===== src/rtl/dmem_arbiter_if.sv =====
`default_nettype none
// ============================================================================
// Module : dmem_arbiter_if
// Requester-side handshake bundle (CPU or debug port) of the memory arbiter.
// Rev    : 1.0
// ============================================================================
interface dmem_arbiter_if #(
  parameter int ADDR_W = 32,
  parameter int DATA_W = 32
);
  logic              req;
  logic              we;
  logic [ADDR_W-1:0] addr;
  logic [DATA_W-1:0] wdata;
  logic              ready;
  logic [DATA_W-1:0] rdata;

  modport master (output req, we, addr, wdata, input ready, rdata);
  modport slave  (input req, we, addr, wdata, output ready, rdata);
endinterface
`default_nettype wire


===== src/rtl/dmem_arbiter.sv =====
`default_nettype none
// ============================================================================
// Module : dmem_arbiter
// Round-robin sharing of a single-port data memory between CPU and debug port.
// Rev    : 1.0
// ============================================================================
module dmem_arbiter #(
  parameter int ADDR_W      = 32,
  parameter int DATA_W      = 32,
  parameter int MEM_LATENCY = 1
) (
  input  logic              clock,
  input  logic              reset,
  dmem_arbiter_if.slave     cpu,
  dmem_arbiter_if.slave     dbg,
  output logic              mem_en,
  output logic              mem_we,
  output logic [ADDR_W-1:0] mem_addr,
  output logic [DATA_W-1:0] mem_wdata,
  input  logic [DATA_W-1:0] mem_rdata,
  output logic              grant_owner,
  output logic              busy
);

  typedef enum logic [1:0] {
    S_IDLE   = 2'd0,
    S_ACCESS = 2'd1,
    S_WAIT   = 2'd2,
    S_DONE   = 2'd3
  } state_t;

  localparam logic [2:0] C_LAT_LOAD = 3'(MEM_LATENCY - 1);

  state_t     r_state;
  logic [2:0] r_count;
  logic       r_last_owner;
  logic       w_any_req;
  logic       w_pick_dbg;

  assign w_any_req  = cpu.req | dbg.req;
  // On contention the side that did not own the last txn wins; a lone requester always wins.
  assign w_pick_dbg = dbg.req & (~cpu.req | ~r_last_owner);

  always_ff @(posedge clock or negedge reset) begin
    if (!reset) begin
      r_state      <= S_IDLE;
      r_count      <= '0;
      r_last_owner <= 1'b1;
      mem_en       <= 1'b0;
      mem_we       <= 1'b0;
      mem_addr     <= '0;
      mem_wdata    <= '0;
      grant_owner  <= 1'b0;
      busy         <= 1'b0;
      cpu.ready    <= 1'b0;
      cpu.rdata    <= '0;
      dbg.ready    <= 1'b0;
      dbg.rdata    <= '0;
    end else begin
      case (r_state)
        S_IDLE: begin
          if (w_any_req) begin
            grant_owner <= w_pick_dbg;
            mem_en      <= 1'b1;
            mem_we      <= w_pick_dbg ? dbg.we    : cpu.we;
            mem_addr    <= w_pick_dbg ? dbg.addr  : cpu.addr;
            mem_wdata   <= w_pick_dbg ? dbg.wdata : cpu.wdata;
            busy        <= 1'b1;
            r_state     <= S_ACCESS;
          end
        end
        S_ACCESS: begin
          mem_en  <= 1'b0;
          mem_we  <= 1'b0;
          r_count <= C_LAT_LOAD;
          r_state <= S_WAIT;
        end
        S_WAIT: begin
          if (r_count == 3'd0) begin
            if (grant_owner) begin
              dbg.ready <= 1'b1;
              dbg.rdata <= mem_rdata;
            end else begin
              cpu.ready <= 1'b1;
              cpu.rdata <= mem_rdata;
            end
            r_state <= S_DONE;
          end else begin
            r_count <= r_count - 3'd1;
          end
        end
        S_DONE: begin
          cpu.ready    <= 1'b0;
          dbg.ready    <= 1'b0;
          r_last_owner <= grant_owner;
          busy         <= 1'b0;
          r_state      <= S_IDLE;
        end
        default: r_state <= S_IDLE;
      endcase
    end
  end

endmodule
`default_nettype wire


===== src/flat_wrapper.sv =====
// flat-port wrapper written by rule: the top's interface ports become plain ports
module dmem_arbiter_flat 
#(
  parameter int ADDR_W      = 32,
  parameter int DATA_W      = 32,
  parameter int MEM_LATENCY = 1
)
  (clock, reset, mem_en, mem_we, mem_addr, mem_wdata, mem_rdata, grant_owner, busy, cpu_req, cpu_we, cpu_addr, cpu_wdata, cpu_ready, cpu_rdata, dbg_req, dbg_we, dbg_addr, dbg_wdata, dbg_ready, dbg_rdata);
  dmem_arbiter_if #(.ADDR_W(ADDR_W), .DATA_W(DATA_W)) cpu_i ();
  dmem_arbiter_if #(.ADDR_W(ADDR_W), .DATA_W(DATA_W)) dbg_i ();
  input  logic clock;
  input  logic reset;
  output logic mem_en;
  output logic mem_we;
  output logic [ADDR_W-1:0] mem_addr;
  output logic [DATA_W-1:0] mem_wdata;
  input  logic [DATA_W-1:0] mem_rdata;
  output logic grant_owner;
  output logic busy;
  input wire logic [$bits(cpu_i.req)-1:0] cpu_req;
  input wire logic [$bits(cpu_i.we)-1:0] cpu_we;
  input wire logic [$bits(cpu_i.addr)-1:0] cpu_addr;
  input wire logic [$bits(cpu_i.wdata)-1:0] cpu_wdata;
  output wire logic [$bits(cpu_i.ready)-1:0] cpu_ready;
  output wire logic [$bits(cpu_i.rdata)-1:0] cpu_rdata;
  input wire logic [$bits(dbg_i.req)-1:0] dbg_req;
  input wire logic [$bits(dbg_i.we)-1:0] dbg_we;
  input wire logic [$bits(dbg_i.addr)-1:0] dbg_addr;
  input wire logic [$bits(dbg_i.wdata)-1:0] dbg_wdata;
  output wire logic [$bits(dbg_i.ready)-1:0] dbg_ready;
  output wire logic [$bits(dbg_i.rdata)-1:0] dbg_rdata;
  assign cpu_i.req = cpu_req;
  assign cpu_i.we = cpu_we;
  assign cpu_i.addr = cpu_addr;
  assign cpu_i.wdata = cpu_wdata;
  assign cpu_ready = cpu_i.ready;
  assign cpu_rdata = cpu_i.rdata;
  assign dbg_i.req = dbg_req;
  assign dbg_i.we = dbg_we;
  assign dbg_i.addr = dbg_addr;
  assign dbg_i.wdata = dbg_wdata;
  assign dbg_ready = dbg_i.ready;
  assign dbg_rdata = dbg_i.rdata;
  dmem_arbiter #(.ADDR_W(ADDR_W), .DATA_W(DATA_W), .MEM_LATENCY(MEM_LATENCY)) u_core (.clock(clock), .reset(reset), .cpu(cpu_i), .dbg(dbg_i), .mem_en(mem_en), .mem_we(mem_we), .mem_addr(mem_addr), .mem_wdata(mem_wdata), .mem_rdata(mem_rdata), .grant_owner(grant_owner), .busy(busy));
endmodule

===== config.mk =====
export PLATFORM = sky130hd
export DESIGN_NAME = dmem_arbiter_flat
export DESIGN_NICKNAME = d
export VERILOG_FILES = /design/src/rtl/dmem_arbiter_if.sv /design/src/rtl/dmem_arbiter.sv /design/src/flat_wrapper.sv
export SDC_FILE = /design/constraint.sdc
export NUM_CORES = 1
export LEC_CHECK = 0
export CAP_MARGIN = 20
export CORE_MARGIN = 10
export CORE_UTILIZATION = 44
export CTS_CLUSTER_DIAMETER = 80
export DETAILED_ROUTE_END_ITERATION = 6
export GPL_TIMING_DRIVEN = 0
export PLACE_DENSITY = 0.95
export SYNTH_ARGS = -nofsm -noshare
export SYNTH_HDL_FRONTEND = slang
export SYNTH_SLANG_ARGS = --single-unit

===== constraint.sdc =====
create_clock -name clock -period 3.3 [get_ports clock]
set_input_delay 0.495 -clock clock [delete_from_list [all_inputs] [get_ports clock]]
set_output_delay 0.495 -clock clock [all_outputs]
set_load 0.01 [all_outputs]

# [Yosys cells after proc, flatten, opt, wreduce, memory -nomap -nowiden]
# Index checks and enable logic that the tools add are counted.
[totals] regBits=140 in_bits=166 output_inout_bits=134 wordCells=62
[classes] n_addsub=1 n_eq_ne=8 muxes=19 bitwise_logic=6 n_reduce_logical=15
[ops] operator="2-to-1 mux 32 bit" count=2
[ops] operator="AND reduction 3 bit" count=4
[ops] operator="one-hot mux 1 bit (2 select lines)" count=5
[ops] operator="AND reduction 2 bit" count=5
[ops] operator="one-hot mux 2 bit (4 select lines)" count=1
[ops] operator="nonzero test 2 bit" count=4
[ops] operator="2-to-1 mux 1 bit" count=7
[ops] operator="!= test 2 x 1 -> 1 bit (second input constant)" count=3
[ops] operator="one-hot mux 3 bit (2 select lines)" count=1
[ops] operator="equality test 2 bit (second input constant)" count=2
[ops] operator="2-to-1 mux 2 bit" count=2
[ops] operator="!= test 2 bit (second input constant)" count=2
[ops] operator="logical NOT 3 bit" count=1
[ops] operator="2-to-1 mux 3 bit" count=1
[ops] operator="NOT 1 bit" count=3
[ops] operator="subtractor 3 x 1 -> 3 bit (second input constant)" count=1
[ops] operator="equality test 2 x 1 -> 1 bit (second input constant)" count=1
[ops] operator="logical NOT 2 bit" count=1
[ops] operator="OR 1 bit" count=2
[ops] operator="AND 1 bit" count=1

# [Logic depth before layout (Yosys ltp)]
[logic_depth] word_depth=6 ltp_mapped=7 depth_no_buf=5

# [Worst setup path before layout]
# OpenSTA, ideal clock, no wires.
[synth_timing] path_type="register to register" startpoint="register u_core.r_state[0]" endpoint="register u_core.cpu.rdata[7]" arrival_ns=1.676 required_ns=3.175 setup_slack_ns=1.499 path_stages_with_launch=8 n_path_buf=3 synth_period_minus_slack_ns=1.801 path_cell_list="dfrtp_1 inv_1 ha_1 buf_2 nor4bb_1 buf_2 buf_4 mux2_2"
[synth_via] elab_chain_len=2
[synth_rtl] element="start: declaration" line_no="dmem_arbiter.sv:34" rtl="state_t r_state;"
[synth_rtl] element="start signal: assignment" line_no="dmem_arbiter.sv:46" rtl="r_state <= S_IDLE;"
[synth_rtl] element="start signal: assignment" line_no="dmem_arbiter.sv:69" rtl="r_state <= S_ACCESS;"
[synth_rtl] element="start signal: assignment" line_no="dmem_arbiter.sv:76" rtl="r_state <= S_WAIT;"
[synth_rtl] element="equality test 2 bit" line_no="dmem_arbiter.sv:60" rtl="case (r_state)"
[synth_rtl] element="AND reduction 3 bit (no source line)"
[synth_rtl] element="end: declaration" line_no="dmem_arbiter_if.sv:19" rtl="modport slave (input req, we, addr, wdata, output ready, rdata);"
# Every way passes these cells.
# A chain may end at the register's enable or synchronous reset.

# [Final worst setup path]
[layout_timing] startpoint="register u_core.r_state[0]" endpoint="register u_core.mem_addr[3]"
[layout_via] elab_chain_len=2
[layout_rtl] element="logical NOT 2 bit" line_no="dmem_arbiter.sv:60"
[layout_rtl] element="AND reduction 2 bit (no source line)"
[layout_rtl] element="end signal: assignment" line_no="dmem_arbiter.sv:66" rtl="mem_addr <= w_pick_dbg ? dbg.addr : cpu.addr;"
[layout_rtl] element="end: declaration" line_no="dmem_arbiter.sv:18" rtl="output logic [ADDR_W-1:0] mem_addr,"
# Every way passes these cells.

==> run metrics <==
synthesized cell area=approximately 6000 um2; CTS tree=yes; Setup violations, final=0; Detailed Place HPWL=roughly 17000 um; worst endpoint required time=around 3.6 ns; GRT overflow=0; pre-CTS WS=about 0.63 ns; layout cells sized above 1=between 10% and 20%; Avg Inst Size Synth=12.5 um2; Die Area=about 19000 um2; port buffer count=roughly 300; Reg power frac=between 30 and 40%; clk root buf=clkbuf_16; FP Rows=between 40 and 50; post-synthesis sequential area ratio=between 50% and 60%; Routed Antenna Nets=0; WP data arrival=~2.7 ns; RSZ-0062 raised after global routing=no; vias per inst=just over 5; Top Ports=300; Ys Warns=0; Setup crit end=u_core.mem_addr[3]$_DFFE_PN0P_; Layout Nets=slightly below 1000; outcome=finished, final reports clean; Area after DPL=roughly 9300 um2; EDFF count, synth=0; busiest layer in global routing=met2; Gate Count Post-Synth=around 490; die width=137 um; endpoint class of the critical path=register; final WL=around 21000 um; CTS-repair resized insts=0; Global Route met3 Usage=9.47%; most used cell, CP=o21ai_1; crit-path cells=inv_1, ha_1, o21ai_1, buf_2, buf_1, nand2_1, o21ai_1; post-synth top area cell=dfrtp_1; most frequent cell after synthesis=dfrtp_1; delay-heaviest family, CP=buffers and inverters; Synth top area share=between 50% and 60%; Via Count=just over 5000; Clock power frac=around a fifth; Synth Flop Type=dfrtp_1; Int Pwr=about 6200 uW; R2R depth=7; Max Fclk=slightly above 0.4 GHz; clk_lat worst skew=between 0.4 and 0.5 ns; GRT Overall Usage=a little over a fifth; Post-synth ARST share=100%; setup TNS=0 ns; Core Footprint=around 13000 um2; initial drt markers=approximately 250; largest net degree at the start of global routing=slightly above 80; final routed DRC violation total=0; CTS Buf Count=17; vias in the first global route=5560; grt met1 use=a little under a quarter; Net Sw Frac=34.0%; filler cell count=between 800 and 900; global-route wire length before repair=roughly 31000 um; startpoint class of the critical path=register; Max Cap Viol=0; Worst-path clk slew=around 0.06 ns; CTS Sinks=between 100 and 150; top cells by area, synth=dfrtp_1 (58%), mux2i_1 (12%), mux2_2 (11%), nand2_1 (4.1%), o21ai_1 (3.3%); FF-to-FF setup slack=approximately 0.88 ns; P_sw=around 3200 uW; Area Overhead vs Synth=63.3%; Slew @ Worst Pin=0.703 ns; Max Slew Vio Count=0; H-tree depth=4; number of hold buffers added after CTS=0; clock skew=just under 0.009 ns; final RePlAce weighted congestion=~0.81; initial antenna violation count=0; Leak=between 0.004 and 0.005 uW; Design Area, Final=9880 um2; drt wl/cell=21.0 um; Die Y=137 um; CP startpoint=u_core.r_state[0]$_DFFE_PN0P_; max incr delay on CP=0.57 ns; Initial Utilization=a little under half; Critical R2R Launch=u_core.r_state[0]$_DFFE_PN0P_; combinational power share=between 40% and 50%; post-CTS setup buffer count=0; Crit-path slowest cell=buf_1; GR Layer Usage met2=between 30% and 40%; critical path depth=7; Crit Path Category=register to register; Final Hold Viols=0; router iterations before antenna repair=4; pwr dens=around 950 nW/um2; Netlist cell types=31; VDD IR max=0.386 mV; worst hold path type=primary input to asynchronous set/reset pin; reg-to-reg endpoint=u_core.mem_addr[3]$_DFFE_PN0P_; Max FO, Critical Path=10; Clock Path Buffers=2; Synth top cells by count=dfrtp_1 (139), mux2i_1 (71), nand2_1 (66); max_slew headroom=a little over half; Synth Register Bits=140; setup ws final=0.882 ns; crit path time final=2.42 ns; n_diodes=0; syn_nets=660; Worst Path Buf+Inv=3; final worst path period share=approximately 73%
## metrics by stage
stage	instances	utilization [%]	hold slack, ns	total power [uW]
2_1_floorplan	485	-	0.199	5010
3_3_place_gp	960	69.4	0.461	7380
3_5_place_dp	961	69.6	0.471	7600
4_1_cts	993	74.0	0.0649	9530
5_1_grt	993	74.0	0.0869	9980
6_report	993	74.0	0.0554	9430
## logic make-up after synthesis
| logic type | Yosys count | share of synthesized area, % |
|---|---|---|
| flip-flops | 140 | 58.0 |
| buffers and inverters | 39 | 3.41 |
| adder cells (fa/ha/maj) | 9 | 1.86 |
| AO/OA/AOI/OAI | 81 | 7.16 |
| multiplexers | 137 | 24.0 |
| AND/OR/NAND/NOR | 79 | 5.57 |
## power groups by stage
stage	clock (uW)	sequential, uW	combinational, uW
after floorplan	0	3420	1580
after global placement	0	3030	4350
after detailed placement	0	3100	4500
after CTS	1910	3090	4540
after global routing	1980	3180	4810
final	1880	3090	4450
## placed cells by master, fill, tap and decap left out, types with 2 or more instances in the layout
master / n
nor4bb_1: 2
mux2_1: 8
clkinv_2: 3
o21ai_1: 40
clkbuf_16: 17
clkbuf_8: 3
o21ai_0: 31
clkbuf_1: 13
nand2b_1: 2
inv_1: 8
buf_1: 3
clkdlybuf4s50_1: 298
clkinvlp_4: 4
bufinv_16: 2
nor2_1: 3
buf_2: 9
dfrtp_1: 139
a21oi_1: 3
o31ai_1: 2
mux2i_1: 71
nand2_1: 66
ha_1: 9
mux2_2: 58
buf_4: 3
buf_6: 6
## area by class of cell
class	instances	area (um2)	area share, %
multi-input cells	306	2340	23.7
well taps	176	220	2.23
plain buffers	31	176	1.79
clock inverters	10	114	1.15
flip-flops and latches	140	3500	35.5
inverters	8	30.0	0.304
clock buffers	22	474	4.80
repair buffers	300	3020	30.6
## sequential cells by signal, indices dropped and copies added, names as in the netlist
name                 cells
u_core.grant_owner       1
u_core.mem_wdata        32
u_core.dbg.ready         1
u_core.busy              1
u_core.mem_we            1
u_core.cpu.rdata        32
u_core.mem_addr         32
u_core.r_last_owner      1
u_core.dbg.rdata        32
u_core.mem_en            1
u_core.r_count           3
u_core.cpu.ready         1
u_core.r_state           2
## worst min-delay path by stage
stage	endpoint	slack, ns	depth (start not counted)
final	u_core.dbg.rdata[5]$_DFFE_PN0P_	0.06	1
after global routing	u_core.cpu.rdata[4]$_DFFE_PN0P_	0.09	1
after CTS	u_core.dbg.rdata[5]$_DFFE_PN0P_	0.06	1
after detailed placement	u_core.mem_addr[20]$_DFFE_PN0P_	0.47	2
after global placement	u_core.mem_addr[12]$_DFFE_PN0P_	0.46	2
after floorplan	u_core.busy$_DFFE_PN0P_	0.20	0
## routing by layer
| metal | share of wire (%) | routed length (um) | vias to the layer above |
|---|---|---|---|
| met5 | 0 | 0 | - |
| met2 | 52 | 10800 | 231 |
| met1 | 36 | 7550 | 2446 |
| li1 | - | - | 2329 |
| met4 | 1.2 | 260 | 0 |
| met3 | 11 | 2250 | 25 |
Power figures use the tool's default switching activity.
